[src/rtl/imem_loader_pkg.sv]
// Shared definitions for the instruction-memory loader: FSM encoding and word/byte sizing helpers.
// Latency: n/a (package only).
// Backpressure: n/a (package only).
package imem_loader_pkg;

    typedef enum logic [1:0] {
        LD_IDLE    = 2'd0,
        LD_COLLECT = 2'd1,
        LD_WRITE   = 2'd2,
        LD_DONE    = 2'd3
    } ld_state_e;

    localparam int unsigned BYTE_W = 8;

    // Number of stream bytes that make up one memory word.
    function automatic int unsigned bytes_per_word(input int unsigned dw);
        return dw / BYTE_W;
    endfunction

    // Width of a counter that indexes bytes within a word (never zero).
    function automatic int unsigned byte_cnt_width(input int unsigned bpw);
        return (bpw > 1) ? $clog2(bpw) : 1;
    endfunction

endpackage

[src/rtl/imem_byte_packer.sv]
// Packs accepted stream bytes into a DW-bit word; DW must be at least 16 and a multiple of 8.
// Latency: word_o/word_vld_o are combinational on the byte that completes the word.
// Backpressure: none here; the caller only asserts byte_vld_i for bytes it has accepted.
module imem_byte_packer #(
    parameter int unsigned DW      = 32,
    parameter bit          BIG_END = 1'b1
) (
    input  logic          clk_i,
    input  logic          rst_ni,
    input  logic          byte_vld_i,
    input  logic [7:0]    byte_dat_i,
    output logic [DW-1:0] word_o,
    output logic          word_vld_o
);
    import imem_loader_pkg::*;

    localparam int unsigned BPW = bytes_per_word(DW);
    localparam int unsigned CW  = byte_cnt_width(BPW);

    // Holds the bytes of the current word received so far; the newest byte is merged in
    // combinationally so the full word is available on the cycle its last byte arrives.
    logic [DW-9:0] hist_q;
    logic [DW-9:0] hist_d;
    logic [CW-1:0] cnt_q;

    if (BIG_END) begin : g_big
        assign word_o = {hist_q, byte_dat_i};
        assign hist_d = word_o[DW-9:0];
    end else begin : g_little
        assign word_o = {byte_dat_i, hist_q};
        assign hist_d = word_o[DW-1:8];
    end

    assign word_vld_o = byte_vld_i && (cnt_q == CW'(BPW - 1));

    // Shift in each accepted byte and count bytes, wrapping after a full word.
    always_ff @(posedge clk_i or negedge rst_ni) begin
        if (!rst_ni) begin
            hist_q <= '0;
            cnt_q  <= '0;
        end else if (byte_vld_i) begin
            hist_q <= hist_d;
            cnt_q  <= word_vld_o ? '0 : cnt_q + CW'(1);
        end
    end

endmodule

[src/rtl/imem_loader.sv]
// Loads a byte stream into instruction memory as packed words and holds the core in reset until done.
// Latency: mem_wen_o pulses the cycle after the last byte of a word; one word per DW/8+1 cycles at best.
// Backpressure: s_ready_o is high only while collecting bytes; the memory port never stalls.
module imem_loader #(
    parameter int unsigned   DW        = 32,
    parameter int unsigned   AW        = 32,
    parameter logic [AW-1:0] BASE_ADDR = '0,
    parameter int unsigned   ADDR_STEP = 1,
    parameter int unsigned   MAX_WORDS = 256,
    parameter bit            BIG_END   = 1'b1
) (
    input  logic          clk_i,
    input  logic          rst_ni,
    input  logic          start_i,
    input  logic [15:0]   len_i,
    input  logic          s_valid_i,
    input  logic [7:0]    s_data_i,
    output logic          s_ready_o,
    output logic          mem_wen_o,
    output logic [AW-1:0] mem_addr_o,
    output logic [DW-1:0] mem_wdata_o,
    output logic          busy_o,
    output logic          done_o,
    output logic          len_err_o,
    output logic          core_rstn_o
);
    import imem_loader_pkg::*;

    ld_state_e     state_q;
    logic [15:0]   len_q;
    logic [15:0]   idx_q;
    logic [15:0]   idx_d;
    logic [AW-1:0] addr_d;
    logic          mem_wen_q;
    logic [AW-1:0] mem_addr_q;
    logic [DW-1:0] mem_wdata_q;
    logic          busy_q;
    logic          done_q;
    logic          len_err_q;
    logic          core_rstn_q;

    logic          byte_acc;
    logic [DW-1:0] word;
    logic          word_vld;
    logic          len_over;
    logic [15:0]   len_clamp;

    assign s_ready_o = (state_q == LD_COLLECT);
    assign byte_acc  = s_valid_i && s_ready_o;

    imem_byte_packer #(
        .DW      (DW),
        .BIG_END (BIG_END)
    ) u_packer (
        .clk_i      (clk_i),
        .rst_ni     (rst_ni),
        .byte_vld_i (byte_acc),
        .byte_dat_i (s_data_i),
        .word_o     (word),
        .word_vld_o (word_vld)
    );

    // Oversized requests are clamped rather than rejected so the core still gets a load.
    assign len_over  = ({16'd0, len_i} > 32'(MAX_WORDS));
    assign len_clamp = len_over ? 16'(MAX_WORDS) : len_i;
    assign idx_d     = idx_q + 16'd1;
    // Address arithmetic wraps naturally at AW bits.
    assign addr_d    = BASE_ADDR + AW'(idx_q) * AW'(ADDR_STEP);

    // Load sequencing: accept start, collect bytes, write words, then release the core.
    always_ff @(posedge clk_i or negedge rst_ni) begin
        if (!rst_ni) begin
            state_q     <= LD_IDLE;
            len_q       <= '0;
            idx_q       <= '0;
            mem_wen_q   <= 1'b0;
            mem_addr_q  <= '0;
            mem_wdata_q <= '0;
            busy_q      <= 1'b0;
            done_q      <= 1'b0;
            len_err_q   <= 1'b0;
            core_rstn_q <= 1'b0;
        end else begin
            mem_wen_q <= 1'b0;
            unique case (state_q)
                LD_IDLE, LD_DONE: begin
                    if (state_q == LD_DONE) begin
                        done_q      <= 1'b1;
                        core_rstn_q <= 1'b1;
                    end
                    if (start_i) begin
                        done_q      <= 1'b0;
                        core_rstn_q <= 1'b0;
                        len_err_q   <= len_over;
                        len_q       <= len_clamp;
                        idx_q       <= '0;
                        if (len_i == 16'd0) begin
                            state_q <= LD_DONE;
                        end else begin
                            state_q <= LD_COLLECT;
                            busy_q  <= 1'b1;
                        end
                    end
                end
                LD_COLLECT: begin
                    if (word_vld) begin
                        state_q     <= LD_WRITE;
                        mem_wen_q   <= 1'b1;
                        mem_addr_q  <= addr_d;
                        mem_wdata_q <= word;
                    end
                end
                LD_WRITE: begin
                    idx_q <= idx_d;
                    if (idx_d == len_q) begin
                        state_q <= LD_DONE;
                        busy_q  <= 1'b0;
                    end else begin
                        state_q <= LD_COLLECT;
                    end
                end
                default: state_q <= LD_IDLE;
            endcase
        end
    end

    assign mem_wen_o   = mem_wen_q;
    assign mem_addr_o  = mem_addr_q;
    assign mem_wdata_o = mem_wdata_q;
    assign busy_o      = busy_q;
    assign done_o      = done_q;
    assign len_err_o   = len_err_q;
    assign core_rstn_o = core_rstn_q;

endmodule

[config.mk]
export PLATFORM = sky130hd
export DESIGN_NAME = imem_loader
export DESIGN_NICKNAME = d
export VERILOG_FILES = /design/src/rtl/imem_loader_pkg.sv /design/src/rtl/imem_byte_packer.sv /design/src/rtl/imem_loader.sv
export SDC_FILE = /design/constraint.sdc
export NUM_CORES = 1
export LEC_CHECK = 0
export CORE_ASPECT_RATIO = 0.8
export CORE_UTILIZATION = 30
export CTS_CLUSTER_SIZE = 20
export DETAILED_ROUTE_END_ITERATION = 7
export MAX_ROUTING_LAYER = met4
export PLACE_DENSITY = 0.53
export SLEW_MARGIN = 20
export SYNTH_ARGS = -nofsm -noshare
export SYNTH_HDL_FRONTEND = slang
export SYNTH_HIERARCHICAL = 1
export SYNTH_SLANG_ARGS = --single-unit
[constraint.sdc]
create_clock -name clk_i -period 2.7 [get_ports clk_i]
set_input_delay 0.405 -clock clk_i [delete_from_list [all_inputs] [get_ports clk_i]]
set_output_delay 0.405 -clock clk_i [all_outputs]
set_load 0.02 [all_outputs]
Word-level counts from Yosys, hierarchy flattened. Cells that the tools add are included.

Word-level logic and storage cells: 53. Output and inout port bits: 70. Register bits: 112.

$add $sub $neg: 2. Equality and inequality tests: 9. Order comparisons: 1. Multiplexer cells: 17. Reductions and logical operators: 13.

Operator list (count): $mux W16 (2); $pmux W16 S2 (1); $add A16 B1 Y16 const B (1); $eq A16 B16 Y1 (1); $gt A16 B9 Y1 const B (1); $logic_not A16 Y1 (1); $mux W2 (5); $reduce_and A2 Y1 (5); $mux W1 (7); $eq A2 B2 Y1 const B (3); $ne A2 B2 Y1 const B (3); $pmux W2 S3 (1); $reduce_and A4 Y1 (1); $reduce_bool A2 Y1 (2); $add A2 B1 Y2 const B (1); $eq A2 B1 Y1 const B (1); $logic_and A1 B1 Y1 (2); $logic_not A2 Y1 (1); $ne A2 B1 Y1 const B (1); $pmux W1 S2 (1); $reduce_or A2 Y1 (1).

Depth between registers and ports, before layout.
Word-level depth: 5. Depth in mapped cells: 10.

Cells and area by module. Netlist, hierarchy kept.

By module, submodules not included: imem_loader (sequential area each 2152.1 um2, area each 4055.1 um2, instances 1, cells each 346); imem_byte_packer (sequential area each 650.6 um2, area each 1148.6 um2, instances 1, cells each 66).

Least setup slack after synthesis. No wires, ideal clock.

Path type: reg-to-reg. Start point: register state_q[1]. End point: register mem_addr_q[0], in the netlist mem_addr_o[0]. Slack: 0.398 ns. Cell stages (with the launch flop): 10. Library setup time: 0.125 ns. Data arrival time: 2.177 ns. Period minus slack after synthesis: 2.302 ns. Path buffers: 3. Cell sequence: dfrtp_1 > inv_1 > ha_1 > and2_1 > buf_6 > buf_12 > and2_1 > nand2_1 > buf_1 > mux2_2.

Cells in the longest elaborated chain, start to end: 4.

RTL lines: start: declaration (RTL line imem_loader.sv:29) `ld_state_e state_q;`; start signal: assignment (RTL line imem_loader.sv:73) `state_q <= LD_IDLE;`; start signal: assignment (RTL line imem_loader.sv:98) `state_q <= LD_DONE;`; start signal: assignment (RTL line imem_loader.sv:100) `state_q <= LD_COLLECT;`; $eq A2 B1 Y1 (RTL line imem_loader.sv:48) `assign s_ready_o = (state_q == LD_COLLECT);`; via s_ready_o (RTL line imem_loader.sv:18) `output logic s_ready_o,`; $logic_and A1 B1 Y1 (RTL line imem_loader.sv:49) `assign byte_acc = s_valid_i && s_ready_o;`; via byte_acc (RTL line imem_loader.sv:42) `logic byte_acc;`; $logic_and A1 B1 Y1 (RTL line imem_byte_packer.sv:34) `assign word_vld_o = byte_vld_i && (cnt_q == CW'(BPW - 1));`; via word_vld (RTL line imem_loader.sv:44) `logic word_vld;`; $reduce_and A2 Y1 (no source line); end signal: assignment (RTL line imem_loader.sv:109) `mem_addr_q <= addr_d;`; end: declaration (RTL line imem_loader.sv:35) `logic [AW-1:0] mem_addr_q;`.

The timed path passes the listed nets, and every way through them passes these cells. A chain may end at the register's enable or synchronous reset.

Final worst setup path.
Start point: register idx_q[0]. End point: register busy_q, in the netlist busy_o.

Cells in the longest elaborated chain, start to end: 4.

RTL lines: start: declaration (RTL line imem_loader.sv:31) `logic [15:0] idx_q;`; start signal: assignment (RTL line imem_loader.sv:114) `idx_q <= idx_d;`; $add A16 B1 Y16 (RTL line imem_loader.sv:66) `assign idx_d = idx_q + 16'd1;`; $eq A16 B16 Y1 (RTL line imem_loader.sv:115) `if (idx_d == len_q) begin`; $ne A2 B2 Y1 (no source line); $reduce_and A4 Y1 (no source line); end signal: assignment (RTL line imem_loader.sv:79) `busy_q <= 1'b0;`; end signal: assignment (RTL line imem_loader.sv:101) `busy_q <= 1'b1;`; end signal: assignment (RTL line imem_loader.sv:117) `busy_q <= 1'b0;`; end: declaration (RTL line imem_loader.sv:37) `logic busy_q;`.

No other way between the ends.

==> summary.md <==
| Metric | Value |
|---|---|
| Status | `completed` |
| # resized after CTS | `0` |
| Post-DP Area | `0.00613 mm2` |
| Top cell type's share of synthesized area | `53.9%` |
| Worst relative slew slack | `56.6%` |
| Worst path bufs/invs | `0` |
| Tcrit/Tclk final | `91.4%` |
| Class of the worst hold path | `in -> async` |
| Chip width | `149 um` |
| PD cells | `924 mW/mm2` |
| Int Power | `3.93 mW` |
| Design Area, Final | `0.00642 mm2` |
| CP Capture Type | `register` |
| DP Cell Count | `694` |
| Num rows | `42` |
| Max VDD drop | `0.000403 V` |
| Cells after Synth | `412` |
| Insertion delay to the later sink of the worst-skew pair | `0.35 ns` |
| Detailed-route DRC error count | `0` |
| Main synth FF type | `dfrtp_1` |
| Startpoint Class | `register` |
| Vias in the first global route | `3333` |
| Combinational group share of total power | `36.9%` |
| N_diodes | `0` |
| Most common cell after layout, fill and taps aside | `dfrtp_1` |
| Commonest cells after routing, fill and taps aside | `dfrtp_1 (112), clkdlybuf4s50_1 (80), mux2_2 (54)` |
| Tmin final | `2.47 ns` |
| Clock skew | `0.00759 ns` |
| Overall Global Routing Usage | `13.4%` |
| Post-synthesis cell area | `0.00520 mm2` |
| Critical Path Slowest Stage Cell | `or4_4` |
| WP data arrival | `2.68 ns` |
| RD Place Congestion | `0.802` |
| Lkg Pwr | `2.88 nW` |
| Slew @ Worst Pin | `0.650 ns` |
| Core area | `0.0168 mm2` |
| Initial core utilization | `31.0%` |
| H-tree depth | `3` |
| Slew Limit Fails | `0` |
| Largest net degree at the start of global routing | `50` |
| Yosys top cell by area | `dfrtp_1` |
| Flops & latches, synth | `112` |
| Non-filler cells, final | `710` |
| Top-level I/O count | `98` |
| Area grow syn2layout | `23.3%` |
| F_max | `0.405 GHz` |
| Sequential share of the synthesized area | `53.9%` |
| Max-cap violations | `0` |
| Clock sink total | `112` |
| Syn_area_per_cell | `12.6 um2` |
| TritonCTS Buffers | `9` |
| PortBufs | `81` |
| Critical Path RT | `2.92 ns` |
| # setup viols final | `0` |
| Max Root-Sink Buffers | `2` |
| Highest net fanout along the worst path | `8` |
| Final wirelength | `10700 um` |
| Netlist cell types | `47` |
| Final core utilization | `38.3%` |
| Vias per cell | `4.65` |
| CTS tree | `built` |
| Drt pass-1 iters | `4` |
| Net Switching | `1.99 mW` |
| GRT overflow | `0` |
| Die Y | `120 um` |
| DP Worst Slack | `0.285 ns` |
| Critical path launch point | `idx_q[0]` |
| DRT iter0 DRCs | `228` |
| Final layout net count | `519` |
| Setup repair bufs after CTS | `0` |
| Vias | `3304` |
| DIE AREA | `0.0179 mm2` |
| First-pass GRT wire length | `17800 um` |
| Top delay family on crit path | `simple AND/OR/NAND/NOR gates` |
| Initial antenna violation count | `0` |
| WL/cell | `15.0 um` |
| Hold buffer count at CTS | `0` |
| Slowest stage delay, CP | `0.52 ns` |
| Routed Antenna Nets | `0` |
| Yosys warns | `6` |
| Final Worst Setup Slack | `0.232 ns` |
| Total power | `5.93 mW` |
| Switching Share | `33.6%` |
| Main area contributors after synthesis | `dfrtp_1 (54%), mux2_2 (12%), mux2_4 (5.5%)` |
| Clock Pin Slew Worst Setup and Hold Paths | `0.08 ns` |
| Crit Path Class | `reg -> reg` |
| RSZ-0062 raised after global routing | `false` |
| Async SR Flop Fraction | `100%` |
| Final setup TNS | `0 ns` |
| HPWL after DPL | `7610 um` |
| Final hold violations | `0` |
| Clock power frac | `21.5%` |
| EDFF count, synth | `0` |
| Clk root buf | `clkbuf_16` |
| Sequential share of power | `41.6%` |
| Worst-path cell chain | `ha_1 -> nand3_2 -> nor3_4 -> xnor2_1 -> or4_4 -> nor4_2 -> o221ai_1` |
| Hold slack | `0.0798 ns` |
| Worst reg2reg startpoint | `idx_q[0]` |
| Layout cells sized above 1 | `22.2%` |
## area by class of cell
type	count	area [um2]
clock inverters	7	56.3
clock buffers	9	225
well taps	220	275
flip-flops and latches	112	2800
fillers	1602	10300
inverters	5	18.8
multi-input cells	267	2140
repair buffers	90	901
## power by group through the flow
stage | clock network [mW] | registers [mW] | logic [mW]
after floorplan | 0 | 2.70 | 1.17
after detailed placement | 0 | 2.50 | 2.21
after global routing | 1.40 | 2.54 | 2.37
after global placement | 0 | 2.47 | 2.19
final | 1.27 | 2.47 | 2.19
after CTS | 1.32 | 2.47 | 2.22
## synthesized netlist by cell type, types with 6 or more instances
cell / instances
ha_1: 6
a22o_1: 9
xnor2_1: 17
nor2_1: 14
xor2_1: 9
mux2_2: 54
nand2_1: 23
dfrtp_1: 112
o21ai_0: 25
o31ai_1: 6
and2_1: 10
buf_4: 26
mux2_4: 19
a21oi_1: 9
nand3_1: 8
## sequential cells by signal, indices dropped and copies added (netlist names)
name / cells
u_packer/hist_q: 24
u_packer/cnt_q: 2
mem_addr_o: 16
mem_wen_o: 1
len_err_o: 1
core_rstn_o: 1
mem_wdata_o: 32
len_q: 16
idx_q: 16
state_q: 2
busy_o: 1
## layer usage
| metal | up-vias | part of all wire, % | global-route usage [%] |
|---|---|---|---|
| met1 | 1654 | 50 | 18.5 |
| met3 | 9 | 3.2 | 2.70 |
| li1 | 1566 | - | - |
| met4 | 0 | 1.2 | 4.27 |
| met5 | - | 0 | - |
| met2 | 75 | 46 | 19.5 |
## worst paths after layout
kind	endpoint	slack, ns	cells after the start
worst min register to register	mem_wdata_o[7]	0.51	1
worst max register to register	busy_o	0.23	7
worst min-delay path	state_q[1]	0.08	1
max in group asynchronous	mem_wdata_o[7]	1.91	2
min in group clk_i	mem_wdata_o[7]	0.51	1
worst max-delay path	busy_o	0.23	7
## worst reg2reg max path, stage by stage (launching register included)
cell and delay, ns:
dfrtp_1 0.47, ha_1 0.31, nand3_2 0.19, nor3_4 0.27, xnor2_1 0.12, or4_4 0.52
nor4_2 0.30, o221ai_1 0.16
## logic make-up (layout without fill, tap and decap cells)
group                      Yosys count  in the layout  share of synthesized area [%]
DFF                                112            112                           53.9
and+or+nand+nor                     82             82                           8.78
muxes                               74             74                           17.4
AOI/OAI and AO/OA                   63             63                           7.91
buffers and inverters               48            111                           6.20
xor gates and xnor gates            26             26                           4.38
adders and majority gates            6              6                           1.44
other                                1             16                         0.0721
Note: power is estimated with default switching activity, not from simulation.
